<file path="config.mk">
export PLATFORM = sky130hd
export DESIGN_NAME = pedestrian_signal_controller
export DESIGN_NICKNAME = d
export VERILOG_FILES = /design/src/rtl/pedestrian_signal_controller_pkg.sv /design/src/rtl/pedestrian_signal_controller_phase_timer.sv /design/src/rtl/pedestrian_signal_controller.sv
export SDC_FILE = /design/constraint.sdc
export NUM_CORES = 1
export LEC_CHECK = 0
export CAP_MARGIN = 20
export CORE_MARGIN = 5
export CORE_UTILIZATION = 40
export DETAILED_ROUTE_END_ITERATION = 6
export PLACE_DENSITY_LB_ADDON = 0.3
export SETUP_SLACK_MARGIN = 0.05
export SYNTH_ARGS = -nofsm -noshare
export SYNTH_HDL_FRONTEND = slang
export SYNTH_HIERARCHICAL = 1
export SYNTH_SLANG_ARGS = --single-unit
</file>
<file path="constraint.sdc">
create_clock -name clk -period 4.3 [get_ports clk]
set_input_delay 0.86 -clock clk [delete_from_list [all_inputs] [get_ports clk]]
set_output_delay 0.86 -clock clk [all_outputs]
set_load 0.02 [all_outputs]
</file>
<file path="src/rtl/pedestrian_signal_controller_pkg.sv">
`default_nettype none
// ============================================================================
// Module  : pedestrian_signal_controller_pkg
// Brief   : Shared state encoding and vehicle light timing for the crossing.
// Revision: 1.0 - initial release
// ============================================================================
package pedestrian_signal_controller_pkg;

    typedef enum logic [1:0] {
        ST_IDLE  = 2'd0,
        ST_GUARD = 2'd1,
        ST_WALK  = 2'd2,
        ST_FLASH = 2'd3
    } ped_state_t;

    // Vehicle phase lengths in controller clock cycles.
    localparam int c_GREEN_CYCLES  = 15;
    localparam int c_YELLOW_CYCLES = 1;
    localparam int c_RED_CYCLES    = 17;

    localparam int c_TIMER_W = 5;

endpackage : pedestrian_signal_controller_pkg
`default_nettype wire

</file>
<file path="src/rtl/pedestrian_signal_controller_phase_timer.sv">
`default_nettype none
// ============================================================================
// Module  : phase_timer
// Brief   : Loadable down-counter that saturates at zero; done while at zero.
// Revision: 1.0 - initial release
// ============================================================================
module phase_timer
    import pedestrian_signal_controller_pkg::*;
#(
    parameter int W = c_TIMER_W
) (
    input  logic         clk,
    input  logic         reset,
    input  logic         load,
    input  logic [W-1:0] load_val,
    output logic         done
);

    logic [W-1:0] r_count;

    always_ff @(posedge clk) begin
        if (reset) begin
            r_count <= '0;
        end else if (load) begin
            r_count <= load_val;
        end else if (r_count != '0) begin
            r_count <= r_count - 1'b1;
        end
    end

    assign done = (r_count == '0);

endmodule : phase_timer
`default_nettype wire

</file>
<file path="src/rtl/pedestrian_signal_controller.sv">
`default_nettype none
// ============================================================================
// Module  : pedestrian_signal_controller
// Brief   : Pedestrian WALK/DON'T WALK sequencer slaved to the vehicle lights.
// Revision: 1.0 - initial release
// ============================================================================
module pedestrian_signal_controller
    import pedestrian_signal_controller_pkg::*;
#(
    parameter int WALK_T  = 10,
    parameter int FLASH_T = 5,
    parameter int GUARD_T = 1
) (
    input  logic       clk,
    input  logic       reset,
    input  logic       green,
    input  logic       yellow,
    input  logic       red,
    input  logic       ped_btn,
    output logic       walk,
    output logic       dont_walk,
    output logic       wait_lamp,
    output logic [4:0] countdown,
    output logic       fault
);

    localparam logic [c_TIMER_W-1:0] c_GUARD_LOAD = c_TIMER_W'(GUARD_T - 1);
    localparam logic [c_TIMER_W-1:0] c_WALK_LOAD  = c_TIMER_W'(WALK_T - 1);
    localparam logic [c_TIMER_W-1:0] c_FLASH_LOAD = c_TIMER_W'(FLASH_T - 1);
    localparam logic [4:0]           c_CROSS_T    = 5'(WALK_T + FLASH_T);

    generate
        if (GUARD_T < 1 || WALK_T < 1 || FLASH_T < 1 ||
            (GUARD_T + WALK_T + FLASH_T) > c_RED_CYCLES) begin : g_bad_timing
            $error("pedestrian_signal_controller: crossing does not fit in vehicle red");
        end
    endgenerate

    ped_state_t           r_state;
    ped_state_t           w_next_state;
    logic                 r_red_q;
    logic                 r_req_pending;
    logic                 w_red_rise;
    logic                 w_bad_lights;
    logic                 w_enter_walk;
    logic                 w_timer_load;
    logic [c_TIMER_W-1:0] w_timer_val;
    logic                 w_timer_done;
    logic                 w_walk_nxt;
    logic                 w_dont_walk_nxt;
    logic [4:0]           w_countdown_nxt;
    logic                 w_req_nxt;

    assign w_red_rise   = red & ~r_red_q;
    assign w_bad_lights = ({2'b00, green} + {2'b00, yellow} + {2'b00, red}) != 3'd1;
    assign w_enter_walk = (w_next_state == ST_WALK) && (r_state != ST_WALK);

    always_comb begin
        w_next_state = r_state;
        case (r_state)
            ST_IDLE: begin
                if (w_red_rise && (r_req_pending || ped_btn)) w_next_state = ST_GUARD;
            end
            ST_GUARD: begin
                if (!red)              w_next_state = ST_IDLE;
                else if (w_timer_done) w_next_state = ST_WALK;
            end
            ST_WALK: begin
                if (!red)              w_next_state = ST_IDLE;
                else if (w_timer_done) w_next_state = ST_FLASH;
            end
            ST_FLASH: begin
                if (!red || w_timer_done) w_next_state = ST_IDLE;
            end
            default: w_next_state = ST_IDLE;
        endcase
        // Inconsistent vehicle lights, now or ever since reset, pin us to IDLE.
        if (w_bad_lights || fault) w_next_state = ST_IDLE;
    end

    always_comb begin
        w_timer_load    = (w_next_state != r_state);
        w_timer_val     = '0;
        w_walk_nxt      = 1'b0;
        w_dont_walk_nxt = 1'b1;
        w_countdown_nxt = 5'd0;
        w_req_nxt       = r_req_pending;
        case (w_next_state)
            ST_GUARD: w_timer_val = c_GUARD_LOAD;
            ST_WALK:  w_timer_val = c_WALK_LOAD;
            ST_FLASH: w_timer_val = c_FLASH_LOAD;
            default:  w_timer_val = '0;
        endcase
        if (w_next_state == ST_WALK) begin
            w_walk_nxt      = 1'b1;
            w_dont_walk_nxt = 1'b0;
        end else if (w_next_state == ST_FLASH && r_state == ST_FLASH) begin
            w_dont_walk_nxt = ~dont_walk;
        end
        if (w_enter_walk) begin
            w_countdown_nxt = c_CROSS_T;
        end else if (w_next_state == ST_WALK || w_next_state == ST_FLASH) begin
            w_countdown_nxt = countdown - 5'd1;
        end
        if (w_enter_walk) begin
            w_req_nxt = 1'b0;
        end else if (ped_btn && r_state != ST_WALK) begin
            w_req_nxt = 1'b1;
        end
    end

    always_ff @(posedge clk) begin
        if (reset) begin
            r_state       <= ST_IDLE;
            r_red_q       <= 1'b1;
            r_req_pending <= 1'b0;
            walk          <= 1'b0;
            dont_walk     <= 1'b1;
            countdown     <= 5'd0;
            fault         <= 1'b0;
        end else begin
            r_state       <= w_next_state;
            r_red_q       <= red;
            r_req_pending <= w_req_nxt;
            walk          <= w_walk_nxt;
            dont_walk     <= w_dont_walk_nxt;
            countdown     <= w_countdown_nxt;
            fault         <= fault | w_bad_lights;
        end
    end

    assign wait_lamp = r_req_pending;

    phase_timer #(
        .W (c_TIMER_W)
    ) u_phase_timer (
        .clk      (clk),
        .reset    (reset),
        .load     (w_timer_load),
        .load_val (w_timer_val),
        .done     (w_timer_done)
    );

endmodule : pedestrian_signal_controller
`default_nettype wire
</file>
After elaboration in Yosys (flattened, before gate mapping)
Index checks and enable logic that the tools add are counted.
{ "totals": {"ff_bits": 17, "input_bits": 6, "output_inout_bits": 9, "elab_cells": 57} }
{ "op_classes": {"addsub": 4, "n_eq_ne": 8, "n_mux": 16, "bitwise_logic": 5, "n_reduce_logical": 15} }
{ "op_table": {"columns": ["cell", "count"], "rows": [
  ["2-bit two-way mux", 7],
  ["5-bit two-way mux", 2],
  ["5-bit by 1-bit subtractor with 5-bit output, second input constant", 2],
  ["2-bit == test, second input constant", 4],
  ["4-bit two-way mux", 2],
  ["2-bit one-hot mux with 4 select lines", 1],
  ["4-bit one-hot mux with 2 select lines", 1],
  ["5-bit logical NOT", 1],
  ["5-bit nonzero test", 1],
  ["1-bit logical AND", 4],
  ["1-bit logical OR", 4],
  ["2-bit by 1-bit adder with 3-bit output", 1],
  ["1-bit two-way mux", 3],
  ["3-bit by 1-bit != test with 1-bit output, second input constant", 1],
  ["1-bit inverter", 3],
  ["3-bit OR reduction", 1],
  ["1-bit by 1-bit adder with 2-bit output", 1],
  ["2-bit by 1-bit == test with 1-bit output, second input constant", 1],
  ["2-bit logical NOT", 1],
  ["2-bit != test", 1],
  ["2-bit != test, second input constant", 1],
  ["2-bit nonzero test", 1],
  ["2-bit OR reduction", 1],
  ["1-bit bitwise AND", 1],
  ["other kinds (2)", 2]
]} }

Depth between registers and ports, before layout
{ "logic_depth": {"depth_word": 10, "ltp_mapped": 9, "ltp_nobuf": 9} }

Hierarchy
Netlist, hierarchy kept.
{ "modules_own_cells": {"columns": ["mod", "instances", "cells_each", "area_each_um2", "seq_area_each_um2"], "rows": [
  ["pedestrian_signal_controller", 1, 66, 581.8, 240.2],
  ["phase_timer", 1, 32, 287.8, 100.1]
]} }

Worst setup path before layout
Ideal clock, no wire load.
{ "synth_path": {"kind": "input-to-reg", "startpoint": "input port green", "endpoint": "register u_phase_timer.r_count[1]", "setup_time_ps": 122, "arrival_ps": 3134, "required_time_ps": 4178, "path_slack_ps": 1044, "path_stages": 8, "path_buffers": 0, "path_cell_list": "inv_1 -> fa_1 -> nor2_1 -> nand2_1 -> o41ai_1 -> inv_1 -> and4_2 -> a311o_1"} }
{ "synth_between": {"elab_chain_len": 7, "elab_cells_between_ends": 8, "classes_between": "add/sub: 2; eq/ne: 2; mux: 2; reduce/logical: 2"} }
{ "synth_rtl": {"columns": ["element", "line", "text"], "rows": [
  ["from (decl)", "pedestrian_signal_controller.sv:16", "input logic green,"],
  ["1-bit by 1-bit adder with 2-bit output *", "pedestrian_signal_controller.sv:55", "assign w_bad_lights = ({2'b00, green} + {2'b00, yellow} + {2'b00, red}) != 3'd1;"],
  ["2-bit by 1-bit adder with 3-bit output *", "pedestrian_signal_controller.sv:55", null],
  ["3-bit by 1-bit != test with 1-bit output *", "pedestrian_signal_controller.sv:55", null],
  ["1-bit logical OR *", "pedestrian_signal_controller.sv:78", "if (w_bad_lights || fault) w_next_state = ST_IDLE;"],
  ["2-bit two-way mux *", "pedestrian_signal_controller.sv:78", null],
  ["2-bit != test *", "pedestrian_signal_controller.sv:82", "w_timer_load = (w_next_state != r_state);"],
  ["net w_timer_load", "pedestrian_signal_controller.sv:46", "logic w_timer_load;"],
  ["5-bit two-way mux / 2-bit nonzero test (equally long branches)", null, null],
  ["to (signal assigned)", "pedestrian_signal_controller_phase_timer.sv:25", "r_count <= load_val;"],
  ["to (signal assigned)", "pedestrian_signal_controller_phase_timer.sv:27", "r_count <= r_count - 1'b1;"],
  ["to (decl)", "pedestrian_signal_controller_phase_timer.sv:19", "logic [W-1:0] r_count;"]
]} }
Mark *: on every way through the listed nets, which the timed path passes. The rest lies on a longest branch.
A chain may end at the register's enable or synchronous reset.

Final worst setup path
{ "layout_path": {"startpoint": "input port red", "endpoint": "register u_phase_timer.r_count[1]"} }
{ "layout_between": {"elab_chain_len": 7, "elab_cells_between_ends": 16, "classes_between": "add/sub: 1; eq/ne: 2; mux: 7; bitwise: 1; reduce/logical: 5"} }
{ "layout_rtl": {"columns": ["element", "line", "text"], "rows": [
  ["from (decl)", "pedestrian_signal_controller.sv:18", "input logic red,"],
  ["parallel branches: the longest is 4 deep, another holds 2-bit by 1-bit adder with 3-bit output", null, null],
  ["2-bit two-way mux *", "pedestrian_signal_controller.sv:78", null],
  ["2-bit != test *", "pedestrian_signal_controller.sv:82", null],
  ["net w_timer_load", "pedestrian_signal_controller.sv:46", null],
  ["5-bit two-way mux / 2-bit nonzero test (equally long branches)", null, null]
]} }
Mark *: on every way through the listed nets, which the timed path passes.

==> metrics.yaml <==
run_status: "complete, no violations"
drc: 0
arrival_ns: 3.42
antenna_found_initial: 0
utilization: 0.527
clock_sinks: 17
setup_viol: 0
layout_commonest_cell: "dfxtp_1"
cp.required_ns: 4.48
finalMaxSlewViolations: 0
via_per_inst: 5.03
place_hpwl_um: 1280
fin_crit_ns: 3.23
htree_levels: 1
grtUsageTotal: 0.119
cts_resized: 0
finalPower_mw: 0.425
num_rows: 16
hold_class: "reg2reg"
crit_type: "in2reg"
leakage_nw: 0.436
cts_setup_buffers: 0
synth-edff-count: 0
boundaryPins: 15
tns_ns: 0
num_vias: 720
mostFrequentLayoutCells: "dfxtp_1, clkdlybuf4s50_1, inv_1, nor2_1"
hold_depth: 1
seq_area_um2: 340
grt_max_degree: 14
dpl_cell_area_um2: 1040
route.top_layer_used: "met4"
start_util: 0.430
fin_crit_sh: 0.752
io_buffers: 14
synthFlopType: "dfxtp_1"
worst_r2r_path_depth: 9
clk_latency_ns: 0.29
wl_um: 1640
fin_nets: 126
grt_first_pass_wirelength_um: 3000
core_um2: 2020
synth_area_um2: 870
path_clk_slew_ns: 0.10
yosys_warnings: 6
max_freq_mhz: 309
path_max_fanout: 7
async_flop_share: 0
wl_per_cell_um: 11.5
nFillCells: 197
design_area_um2: 1070
route.met3.wl_um: 108
gp_congestion: 0.888
dr.first_iter.drc_count: 15
drive_gt1_frac: 0.112
grt-ovfl-total: 0
cts_tree: "yes"
peakVddDrop_uv: 314
seq_area_frac_synth: 0.391
hold_buffers: 0
first_global_vias: 721
syn2layout_area_growth_pct: 22.6
drt_first_pass_iters: 6
fp.dieW_um: 56.6
final_hold_viol_count: 0
numCtsBuffers: 3
dieArea_um2: 3210
synth.distinct_cells: 38
cap_violations: 0
drtAntennaViolNets: 0
syn_area_per_cell_um2: 8.87
maxSlewHeadroom: 0.608
startpoint_type: "input pin"
cts_root_buf: "clkbuf_4"
grt_setup_unrepaired: "false"
synth-seq-cells: 17
synthCells: 98
tightest_slew_ns: 0.585
end_kind: "register"
met2_length_um: 709
p_per_area_nw_per_um2: 399
multi_input_area_um2: 470
die_h_um: 56.6
cts_buffer_depth: 2
skew_ns: 0.00511
drt-met1-wl_um: 796
diodes: 0
logic make-up after synthesis:
| logic type | count (synthesis) | share of synthesized area |
|---|---|---|
| AOI/OAI and AO/OA | 20 | 0.161 |
| xor gates and xnor gates | 5 | 0.0504 |
| adders and majority gates | 3 | 0.0518 |
| buffers and inverters | 14 | 0.0719 |
| DFF | 17 | 0.391 |
| other | 1 | 0.00431 |
| and+or+nand+nor | 38 | 0.269 |
power breakdown:
group	leakage (nW)	switching [mW]	internal (mW)
clock network	0.0177	0.0489	0.0346
registers	0.139	0.0202	0.176
logic	0.279	0.0714	0.0741
final timing paths:
path / slack [ns] / start / end
worst max-delay path: 1.07 / red / u_phase_timer/r_count[1]
worst min register to register: 0.50 / countdown[0] / countdown[0]
worst max register to register: 2.02 / u_phase_timer/r_count[0] / u_phase_timer/r_count[1]
worst min-delay path: 0.50 / countdown[0] / countdown[0]
through the flow:
step	instances	worst slack, ns	hold WS (ns)
2_1_floorplan	99	1.04	0.490
4_1_cts	143	1.08	0.506
3_5_place_dp	139	0.753	0.482
5_1_grt	143	0.834	0.528
3_3_place_gp	139	0.846	0.469
6_report	143	1.07	0.501
layer usage:
metal	global-route usage	vias up
met5	0	-
met4	0.0508	0
met3	0.0528	4
met2	0.183	14
met1	0.142	331
li1	-	371
registers in the layout, summed over array words and instances (netlist names):
register / cells
walk: 1
wait_lamp: 1
r_red_q: 1
u_phase_timer/r_count: 5
countdown: 5
fault: 1
r_state: 2
dont_walk: 1
synthesized netlist by cell type (all sizes together), types with 2 or more instances:
master,count,area [um2]
nor2,9,33.8
or2,3,18.8
dfxtp,17,340
o211ai,2,20.0
nor3,5,25.0
buf,2,16.3
nand2,7,26.3
inv,11,41.3
o21ai,2,10.0
o31ai,2,15.0
xnor2,4,35.0
a21oi,7,35.0
ha,2,25.0
and3,2,12.5
nand2b,3,18.8
critical path: stages:
cell	delay (ns)
clkdlybuf4s50_1	0.56
inv_1	0.12
fa_1	0.50
nor2_1	0.13
nand2_1	0.09
o41ai_1	0.37
buf_4	0.21
inv_1	0.10
and4_2	0.22
a311o_1	0.26
area by class of cell:
type / count / area share
clock buffer: 3 / 0.0211
clock inverter: 1 / 0.00469
inverter: 12 / 0.0434
multi-input combinational: 68 / 0.441
sequential: 17 / 0.319
tap: 27 / 0.0317
timing repair buffer: 15 / 0.138
Power figures use the tool's default switching activity.
